$ cat config.mk
export PLATFORM = sky130hd
export DESIGN_NAME = axi_rd_arbiter
export DESIGN_NICKNAME = d
export VERILOG_FILES = /design/src/rtl/axi_pkg.sv /design/src/rtl/axi_rd_arb_sel.sv /design/src/rtl/axi_rd_arbiter.sv
export SDC_FILE = /design/constraint.sdc
export NUM_CORES = 1
export LEC_CHECK = 0
export CORE_AREA = 4 4 135 137
export CTS_CLUSTER_SIZE = 8
export DETAILED_ROUTE_END_ITERATION = 10
export DIE_AREA = 0 0 139 141
export PLACE_DENSITY = 0.73
export SYNTH_ARGS = -nofsm -noshare
export SYNTH_HDL_FRONTEND = slang
export SYNTH_SLANG_ARGS = --single-unit
$ cat constraint.sdc
create_clock -name clk -period 1.4 [get_ports clk]
set_clock_uncertainty 0.05 [all_clocks]
set_input_delay 0.28 -clock clk [delete_from_list [all_inputs] [get_ports clk]]
set_output_delay 0.28 -clock clk [all_outputs]
set_load 0.01 [all_outputs]
$ cat src/rtl/axi_pkg.sv
// Shared AXI4 read-channel encodings, default widths and arbiter state type
// for the npc memory path.
package axi_pkg;

    localparam int AXI_ADDR_W = 32;
    localparam int AXI_DATA_W = 64;
    localparam int AXI_LEN_W  = 8;

    localparam logic [1:0] BURST_FIXED = 2'b00;
    localparam logic [1:0] BURST_INCR  = 2'b01;

    localparam logic [1:0] OKAY   = 2'b00;
    localparam logic [1:0] SLVERR = 2'b10;

    typedef enum logic [1:0] {
        ST_IDLE = 2'd0,
        ST_AR   = 2'd1,
        ST_R    = 2'd2
    } arb_state_e;

endpackage

$ cat src/rtl/axi_rd_arb_sel.sv
// Combinational 2-way grant picker for the read arbiter.
// AXI_RD_ARB_RR_EN selects round-robin tie-break; otherwise master 1 wins ties.
module axi_rd_arb_sel
    import axi_pkg::*;
(
    input  logic [1:0] arvalid,
`ifdef AXI_RD_ARB_RR_EN
    input  logic       last_gnt,
`endif
    output logic [1:0] grant
);

    always_comb begin
        grant = arvalid;
        if (arvalid == 2'b11) begin
`ifdef AXI_RD_ARB_RR_EN
            // tie goes to whichever master was not served last
            grant = last_gnt ? 2'b01 : 2'b10;
`else
            grant = 2'b10;
`endif
        end
    end

endmodule

$ cat src/rtl/axi_rd_arbiter.sv
// Two-master (ICache=0, DCache=1) to one-slave AXI4 read arbiter, one burst
// in flight. Optional round-robin tie-break under AXI_RD_ARB_RR_EN.
module axi_rd_arbiter
    import axi_pkg::*;
#(
    parameter int ADDR_W = AXI_ADDR_W,
    parameter int DATA_W = AXI_DATA_W,
    parameter int LEN_W  = AXI_LEN_W
) (
    input  logic              clk,
    input  logic              rst,

    input  logic [ADDR_W-1:0] m0_araddr,
    input  logic              m0_arvalid,
    input  logic [1:0]        m0_arburst,
    input  logic [LEN_W-1:0]  m0_arlen,
    input  logic [2:0]        m0_arsize,
    output logic              m0_arready,
    output logic [DATA_W-1:0] m0_rdata,
    output logic [1:0]        m0_rresp,
    output logic              m0_rvalid,
    output logic              m0_rlast,
    input  logic              m0_rready,

    input  logic [ADDR_W-1:0] m1_araddr,
    input  logic              m1_arvalid,
    input  logic [1:0]        m1_arburst,
    input  logic [LEN_W-1:0]  m1_arlen,
    input  logic [2:0]        m1_arsize,
    output logic              m1_arready,
    output logic [DATA_W-1:0] m1_rdata,
    output logic [1:0]        m1_rresp,
    output logic              m1_rvalid,
    output logic              m1_rlast,
    input  logic              m1_rready,

    output logic [ADDR_W-1:0] s_araddr,
    output logic [1:0]        s_arburst,
    output logic [LEN_W-1:0]  s_arlen,
    output logic [2:0]        s_arsize,
    output logic              s_arvalid,
    input  logic              s_arready,
    input  logic [DATA_W-1:0] s_rdata,
    input  logic [1:0]        s_rresp,
    input  logic              s_rvalid,
    input  logic              s_rlast,
    output logic              s_rready
);

    arb_state_e state, state_nxt;
    logic       gnt;
    logic [LEN_W:0] beat_cnt;

    logic [1:0]             arvalid;
    logic [1:0]             grant;
    logic [1:0][ADDR_W-1:0] araddr;
    logic [1:0][1:0]        arburst;
    logic [1:0][LEN_W-1:0]  arlen;
    logic [1:0][2:0]        arsize;
    logic [1:0]             rready;
    logic                   sel_rready;
    logic                   ar_hs;
    logic                   r_hs;

    assign arvalid = {m1_arvalid, m0_arvalid};
    assign araddr  = {m1_araddr,  m0_araddr};
    assign arburst = {m1_arburst, m0_arburst};
    assign arlen   = {m1_arlen,   m0_arlen};
    assign arsize  = {m1_arsize,  m0_arsize};
    assign rready  = {m1_rready,  m0_rready};

    assign sel_rready = rready[gnt];
    assign ar_hs      = (state == ST_IDLE) && (grant != 2'b00) && !rst;
    assign r_hs       = (state == ST_R) && s_rvalid && sel_rready;

`ifdef AXI_RD_ARB_RR_EN
    logic last_gnt;

    always_ff @(posedge clk) begin
        if (rst)
            last_gnt <= 1'b1;
        else if (r_hs && s_rlast)
            last_gnt <= gnt;
    end

    axi_rd_arb_sel u_sel (
        .arvalid  (arvalid),
        .last_gnt (last_gnt),
        .grant    (grant)
    );
`else
    axi_rd_arb_sel u_sel (
        .arvalid (arvalid),
        .grant   (grant)
    );
`endif

    always_ff @(posedge clk) begin
        if (rst) begin
            state     <= ST_IDLE;
            gnt       <= 1'b0;
            s_araddr  <= '0;
            s_arburst <= '0;
            s_arlen   <= '0;
            s_arsize  <= '0;
            beat_cnt  <= '0;
        end else begin
            state <= state_nxt;
            if (ar_hs) begin
                gnt       <= grant[1];
                s_araddr  <= araddr[grant[1]];
                s_arburst <= arburst[grant[1]];
                s_arlen   <= arlen[grant[1]];
                s_arsize  <= arsize[grant[1]];
            end
            if (state == ST_AR && s_arready)
                beat_cnt <= '0;
            else if (r_hs)
                beat_cnt <= beat_cnt + (LEN_W+1)'(1);
        end
    end

    always_comb begin
        state_nxt  = state;
        m0_arready = 1'b0;
        m1_arready = 1'b0;
        s_arvalid  = 1'b0;
        s_rready   = 1'b0;
        m0_rvalid  = 1'b0;
        m0_rlast   = 1'b0;
        m0_rdata   = '0;
        m0_rresp   = '0;
        m1_rvalid  = 1'b0;
        m1_rlast   = 1'b0;
        m1_rdata   = '0;
        m1_rresp   = '0;
        unique case (state)
            ST_IDLE: begin
                m0_arready = grant[0] && !rst;
                m1_arready = grant[1] && !rst;
                if (grant != 2'b00)
                    state_nxt = ST_AR;
            end
            ST_AR: begin
                s_arvalid = 1'b1;
                if (s_arready)
                    state_nxt = ST_R;
            end
            ST_R: begin
                // R beats pass straight through to the owner, no register stage
                s_rready = sel_rready;
                if (gnt) begin
                    m1_rvalid = s_rvalid;
                    m1_rlast  = s_rlast;
                    m1_rdata  = s_rdata;
                    m1_rresp  = s_rresp;
                end else begin
                    m0_rvalid = s_rvalid;
                    m0_rlast  = s_rlast;
                    m0_rdata  = s_rdata;
                    m0_rresp  = s_rresp;
                end
                if (r_hs && s_rlast)
                    state_nxt = ST_IDLE;
            end
            default: state_nxt = ST_IDLE;
        endcase
    end

    // A beat outside R means the slave is out of step with the arbiter.
    always_ff @(posedge clk) begin
        if (!rst) begin
            assert (state == ST_R || !s_rvalid);
            if (r_hs) begin
                if (s_rlast)
                    assert (beat_cnt == {1'b0, s_arlen});
                else
                    assert (beat_cnt < {1'b0, s_arlen});
            end
        end
    end

endmodule

# Word level (Yosys, flattened, before mapping)
# Index checks and enable logic that the tools add are counted.
# Widths: inputs -> output; s select.
# classes
order_cmp	2
eq_ne	6
muxes	35
n_reduce_logical	11
# op_table
operator	n
$mux 64	4
$mux 32	2
$mux 2	10
$mux 8	2
$mux 1	14
$logic_and 1x1->1	7
$mux 3	2
$pmux 2 s3	1
$eq 2x2->1 const B	2
$lt 1x2->1 const B	2
$ne 2x1->1 const B	2
$reduce_and 3->1	1
$eq 2x1->1 const B	1
$logic_not 2->1	1
$ne 2x2->1 const B	1
$reduce_bool 2->1	1
$logic_not 1->1	1
# word_totals
regBits	48
inputBits	165
output_inout_bits	185
wordCells	60

# Logic depth before layout (Yosys ltp)
# Gate-level depths: netlist of run 1.
# logic_depth
word_depth	6
mapped_depth	7
depth_no_buf	3

# By module
# A second synthesis of run 1 with hierarchy kept.
# unflattened
hier_cells	380
hier_area_um2	3388.2
# by_module_without_submodules
mod	n_inst	cells_each	area_per_inst_um2	seq_area_each_um2
axi_rd_arbiter	1	378	3378.2	960.9
axi_rd_arb_sel	1	2	10.0	0.0

# Worst setup path before layout of run 1
# Ideal clock, no wire load.
# synth_path
path_kind	reg2out
from	register state[0]
to	output port m0_rdata[35]
arrival_ps	1257
required_time_ps	1070
slack_ps	-187
stages_incl_launch_ff	6
path_cell_list	dfxtp_1 > nand2b_1 > nor2_1 > clkbuf_1 > buf_2 > and2_1
# synth_via
elab_chain_cells	2
# synth_rtl
element	line_no	text
start: declaration	axi_rd_arbiter.sv:50	arb_state_e state, state_nxt;
start signal: assignment	axi_rd_arbiter.sv:108	state <= state_nxt;
$eq 2x2->1	axi_rd_arbiter.sv:137	unique case (state)
$mux 64	axi_rd_arbiter.sv:137	
end: declaration	axi_rd_arbiter.sv:19	output logic [DATA_W-1:0] m0_rdata,
# No other way between the ends.

# Final worst setup path of run 1
# layout_path
from	register state[0]
to	output port m1_rdata[55]
# layout_via
elab_chain_cells	2
# layout_rtl
element	line_no	text
$eq 2x2->1	axi_rd_arbiter.sv:137	
$mux 64	axi_rd_arbiter.sv:137	
end: declaration	axi_rd_arbiter.sv:31	output logic [DATA_W-1:0] m1_rdata,
# No other way between the ends.

==> impl_metrics.ini, run 1 <==
[outcome]
status = finished with violations
violations = negative setup slack

[layout]
regArea_um2 = 967
fillCellCount = 1535
multi_input_area_mm2 = 0.00246
area_growth_pct = 157
layout.nets = 943
drive_gt1_share_pct = 47.8
final_area_mm2 = 0.00862

[clocking]
cts_buffers = 5
cts.path.max_buffers = 2
clockRootBuffer = clkbuf_16
cts_tree = built
cts_hold_buffers = 0
path_clk_slew_ns = 0.07
clock-sinks = 48
clk_latency_ns = 0.29
htreeDepth = 2

[die]
start_util_pct = 19.7
rows = 48
io_pins = 350
die_h_um = 141
core_area_mm2 = 0.0171
die_area_mm2 = 0.0196
fp.dieW_um = 139

[drt]
detail-route-antenna-nets = 0
vias = 4357
wirelength_mm = 20.0
routed_via_density = 4.33
avgRoutedWirePerCell_um = 19.9
dr.pass1.iters = 4
drtIter0Drc = 168
drcViolationCount = 0

[yosys]
yosys_register_bits = 48
yosysMostFrequentCell = and2_1
synthTopCellsByArea = dfxtp_1, and2_1, a211oi_2
syn_inst = 382
ys_top_cells_by_count = and2_1, dfxtp_1, a21oi_1, mux2i_1, a211oi_2
synth-warning-count = 0
synth_top_area_share_pct = 28.6
syn_area_mm2 = 0.00336
syn_avg_cell_area_um2 = 8.79
yosysUniqueCellTypes = 23
yosysTopAreaCell = dfxtp_1
syn-num-nets = 547
synth_flop_cell = dfxtp_1
synth_edf_count = 0
yosysSeqAreaShare_pct = 28.6
synthArstFlopShare_pct = 0

[critical_path]
r2r_slack_ns = -0.24
crit_top_cell = buf_6
crit_required_ns = 1.07
path_cells = nand2b_4 -> nor2_4 -> buf_12 -> clkbuf_16 -> buf_6 -> buf_6 -> buf_6 -> and2_4 -> buf_6
worstPathArrival_ns = 1.70
slowest_stage = dfxtp_2
r2r-end = s_araddr[12]$_SDFFE_PP0P_
cp-start-kind = flop
cp_max_fo = 5
worstRegToRegCells = 6
r2r-start = state[1]$_SDFFE_PP0P_
cpPeakStageDelay_ns = 0.32
endpoint_kind = output pin
critPathKind = reg2out

[pwr]
leakagePower_nw = 4.36
power_density_mw_per_mm2 = 624
peakVddDrop_uv = 507

[hold_path]
hp-class = reg2reg
hold_path_startpoint = s_araddr[24]$_SDFFE_PP0P_
holdPathEnd = s_araddr[24]$_SDFFE_PP0P_
hold_depth = 2

[sta]
fmax_mhz = 494
worst_slew_pin_slew_ns = 0.772
fin_ws_ns = -0.626
fin_crit_sh_pct = 145
slew_violations = 0
finalHoldViolCount = 0
rsz0062_at_grt = true
final.setup.tns_ns = -73.62
period_needed_ns = 2.03
slew_headroom_pct = 48.6
worst_hold_slack_ns = 0.466
setup_viol = 185

[grt]
grt_remaining_overflow = 0
grt_use_total_pct = 16.3
grt_pass1_wl_mm = 24.8
antenna_found_initial = 3
grt_max_degree = 69
grt_pass1_vias = 4053

[job]
maxCapViolCount = 0

[placement]
port_buffers = 349
place.gp.congestion = 0.853
hpwl_mm = 13.7
place_area_mm2 = 0.00724
==> cell families (layout without fill, tap and decap cells) <==
group,count (synthesis),count (layout),share of synthesized area [%]
AO/OA/AOI/OAI,94,94,23.4
buffers and inverters,42,439,6.33
flip-flops,48,48,28.6
multiplexers,46,46,13.7
other,0,3,0
AND/OR/NAND/NOR,152,152,27.9
==> where the power goes <==
part | total [W] | internal (W) | leakage (nW) | switching [W]
Combinational | 0.00252 | 0.00152 | 3.89 | 0.00101
Clock | 0.00125 | 0.000711 | 0.0691 | 0.000542
Sequential | 0.00160 | 0.00152 | 0.397 | 0.0000793
==> sequential cells by signal, indices dropped and copies added, names as in the netlist <==
signal     count
s_araddr      32
s_arsize       3
state          2
s_arlen        8
gnt            1
s_arburst      2
==> cell type report <==
cell class                      instances  share of cell area [%]
Timing Repair Buffer                  430                    55.1
Multi-Input combinational cell        292                    28.5
Sequential cell                        48                    11.2
Tap cell                              225                    3.26
Clock buffer                            6                    1.61
Clock inverter                          2                   0.174
Antenna cell                            3                  0.0870
Inverter                                1                  0.0435
==> metal layers <==
| layer | part of all wire (%) | global-route usage (%) |
|---|---|---|
| met4 | 2.6 | 4.69 |
| met5 | 0 | 0 |
| met1 | 40 | 19.0 |
| met3 | 6.7 | 4.82 |
| met2 | 51 | 29.0 |
==> cell usage in the layout, fill, tap and decap left out, drive strengths merged <==
master / Yosys / final
nand2b: 1 / 1
nand2: 2 / 2
and3b: 1 / 1
mux2i: 46 / 46
and2: 138 / 138
clkinvlp: 0 / 2
o31ai: 1 / 1
or2: 1 / 1
clkdlybuf4s50: 0 / 162
dfxtp: 48 / 48
diode: 0 / 3
a21o: 2 / 2
nor2b: 1 / 1
dlymetal6s2s: 0 / 45
clkbuf: 26 / 16
buf: 15 / 198
a21oi: 46 / 46
nand3b: 1 / 1
inv: 1 / 1
clkdlybuf4s15: 0 / 15
nor3: 1 / 1
a211oi: 45 / 45
nor2: 6 / 6
==> critical path, delay by kind of cell, from the launching register on <==
| family | cells | cell delay (ns) |
|---|---|---|
| buffers and inverters | 6 | 0.63 |
| DFF | 1 | 0.32 |
| and+or+nand+nor | 3 | 0.46 |
==> worst max path at each step <==
| stage | from | slack (ns) | depth (start not counted) | end |
|---|---|---|---|---|
| after floorplan | m1_arvalid | -0.04 | 7 | state[0]$_SDFFE_PP0P_ |
| after global placement | m1_rready | -0.72 | 5 | s_rready |
| after detailed placement | m1_rready | -0.72 | 5 | s_rready |
| after CTS | state[0]$_SDFFE_PP0P_ | -0.77 | 5 | m1_rdata[26] |
| after global routing | state[0]$_SDFFE_PP0P_ | -0.68 | 9 | m1_rdata[60] |
| final | state[0]$_SDFFE_PP0P_ | -0.63 | 9 | m1_rdata[55] |
==> what timing repair did <==
action / in CTS / in global routing
setup buffers: 6 / 32
resized for setup: 362 / 434
endpoints found under the setup margin: 231 / 231
cloned: 5 / 13
pin swaps: 1 / 58
==> stage by stage <==
| stage | setup slack [ns] | util [%] | total power [W] | cells |
|---|---|---|---|---|
| after CTS | -0.771 | 44.4 | 0.00505 | 960 |
| after global routing | -0.675 | 50.6 | 0.00563 | 1007 |
| after global placement | -0.721 | 42.5 | 0.00367 | 941 |
| after detailed placement | -0.715 | 42.5 | 0.00369 | 941 |
| final | -0.626 | 50.6 | 0.00538 | 1007 |
| after floorplan | -0.0384 | - | 0.00251 | 382 |
Power figures use the tool's default switching activity.
==> run 2: changes to the inputs <==
--- a/config.mk
+++ b/config.mk
@@ -9,7 +9,7 @@
 export CTS_CLUSTER_SIZE = 8
 export DETAILED_ROUTE_END_ITERATION = 10
 export DIE_AREA = 0 0 139 141
-export PLACE_DENSITY = 0.73
+export PLACE_DENSITY = 0.71
 export SYNTH_ARGS = -nofsm -noshare
 export SYNTH_HDL_FRONTEND = slang
 export SYNTH_SLANG_ARGS = --single-unit
==> constraint.sdc (replaced) <==
create_clock -name clk -period 2.6 [get_ports clk]
set_clock_uncertainty 0.05 [all_clocks]
set_input_delay 0.52 -clock clk [delete_from_list [all_inputs] [get_ports clk]]
set_output_delay 0.52 -clock clk [all_outputs]
set_load 0.01 [all_outputs]
==> run 2 against run 1 <==
Net effect: the flow now finishes without violations; critical path type unchanged; cell area fell by 15%; combinational power is 58% lower; total power decreased by 51%; largest cell class unchanged; sequential power shrank 46%; die area is the same; critical path depth down 3; worst hold slack better by 0.0060 ns; non-clock buffer count down 66.
==> impl_metrics.ini, run 2 (synthesis results as in run 1) <==
[placement]
hpwl_mm = 12.7
port_buffers = 349
place.gp.congestion = 0.842
post-place-ws_ns = 0.154

[clocking]
clk_latency_ns = 0.29
htreeDepth = 2
cts_buffers = 5
clock-sinks = 48
cts_tree = built
path_clk_slew_ns = 0.07
clockRootBuffer = clkbuf_16
cts.path.max_buffers = 2

[critical_path]
endpoint_kind = output pin
r2r-start = state[0]$_SDFFE_PP0P_
worstRegToRegCells = 5
critPathKind = reg2out
cp_max_fo = 34
cp-start-kind = flop
worstPathArrival_ns = 1.97
crit_required_ns = 2.03
r2r-end = s_arsize[2]$_SDFFE_PP0P_
r2r_slack_ns = 0.88

[job]
maxCapViolCount = 0

[sta]
finalHoldViolCount = 0
slew_violations = 0
fin_crit_sh_pct = 97.6
worst_slew_pin_slew_ns = 0.775
setup_viol = 0
fmax_mhz = 394
period_needed_ns = 2.54
fin_ws_ns = 0.0613
slew_headroom_pct = 48.4

[layout]
drive_gt1_share_pct = 10.1
utilization_pct = 42.8
largest_reg_flops = 32
final_common_cell = clkdlybuf4s50_1
layout.nets = 877
reg_top3 = s_araddr (32), s_arlen (8), s_arsize (3)
top_register = s_araddr
final_cell_mix = clkdlybuf4s50_1, and2_1, dfxtp_1, mux2i_1, a21oi_1
area_growth_pct = 118

[grt]
antenna_found_initial = 1
met3_usage_pct = 5.12
grt_pass1_wl_mm = 24.1
grt_pass1_vias = 4207
grt_use_total_pct = 15.2
grt_busiest_layer = met2
gr-usage-met2_pct = 26.3
grt_max_degree = 69
grt_util_met1_pct = 18.1
grt_remaining_overflow = 0

[drt]
detail-route-antenna-nets = 0
routed_via_density = 4.27
wirelength_mm = 16.5
avgRoutedWirePerCell_um = 17.6
drcViolationCount = 0
dr.pass1.iters = 4
vias = 4005
drtIter0Drc = 101

[pwr]
peakVddDrop_uv = 217
power_density_mw_per_mm2 = 357
leakagePower_nw = 2.74

[hold_path]
hold_path_startpoint = s_araddr[27]$_SDFFE_PP0P_
hold_depth = 2
hp-class = reg2reg
holdPathEnd = s_araddr[27]$_SDFFE_PP0P_

[outcome]
status = completed

[die]
die_area_mm2 = 0.0196
die_h_um = 141
fp.dieW_um = 139
start_util_pct = 19.7
rows = 48
io_pins = 350
core_area_mm2 = 0.0171
## run 2: changes by cell type in the layout (fill, tap and decap cells not counted), sizes merged
cell           change
clkbuf             -8
dlymetal6s2s      -44
diode              -2
clkinvlp           -2
clkdlybuf4s15     -15
clkdlybuf4s50    +184
buf              -183
inv                +1
clkinv             +1
## run 2: final cells by class
class / instances / area (µm²)
Clock buffer: 6 / 139
Clock inverter: 2 / 13.8
Timing Repair Buffer: 364 / 3690
Tap cell: 225 / 282
Fill cell: 1717 / 9750
Antenna cell: 1 / 2.50
Sequential cell: 48 / 962
Multi-Input combinational cell: 292 / 2210
Inverter: 1 / 3.75
## run 2: metrics by stage
step | total power, W | hold slack, ns | instance area (µm²) | std cells | setup TNS [ns]
final | 0.00261 | 0.473 | 7300 | 939 | 0
after global routing | 0.00276 | 0.495 | 7300 | 939 | -0.0132
after CTS | 0.00264 | 0.471 | 7210 | 934 | 0
after detailed placement | 0.00194 | 0.464 | 7060 | 926 | 0
after global placement | 0.00193 | 0.460 | 7060 | 926 | 0
after floorplan | 0.00132 | 0.484 | 3360 | 382 | 0
## run 2: repair_timing
item                       CTS  global route
gates resized for setup      1             3
hold buffers                 0             0
setup buffers                0             1
setup endpoints to repair   95           135
cloned                       0             3
## run 2: how the worst max path moves through the flow
stage	startpoint	to	slack [ns]	cells past startpoint
after global placement	m0_arvalid	m0_arready	0.17	3
after floorplan	rst	m0_arready	0.58	5
final	state[0]$_SDFFE_PP0P_	m0_rdata[46]	0.06	6
after CTS	state[0]$_SDFFE_PP0P_	m0_rdata[38]	0.007	5
after detailed placement	m0_arvalid	m0_arready	0.15	3
after global routing	gnt$_SDFFE_PP0P_	m1_rdata[38]	-0.007	5
## run 2: power breakdown
part,switching [W],internal (W)
Clock,0.000288,0.000385
Sequential,0.0000452,0.000819
Combinational,0.000446,0.000626
## run 2: worst max-delay path: stages, from the launching register on
cell and delay, ns:
dfxtp_1 0.35, nand2b_4 0.19, nor2_4 0.11, buf_12 0.14, clkbuf_16 0.20, and2_1 0.14, clkdlybuf4s50_1 0.55
## run 2: layer usage
metal | wire [µm] | share of wire (%) | vias to the layer above
met4 | 250 | 1.5 | 0
met5 | 0 | 0 | -
met1 | 6730 | 41 | 1810
met2 | 8230 | 50 | 198
met3 | 1290 | 7.8 | 19
li1 | - | - | 1978
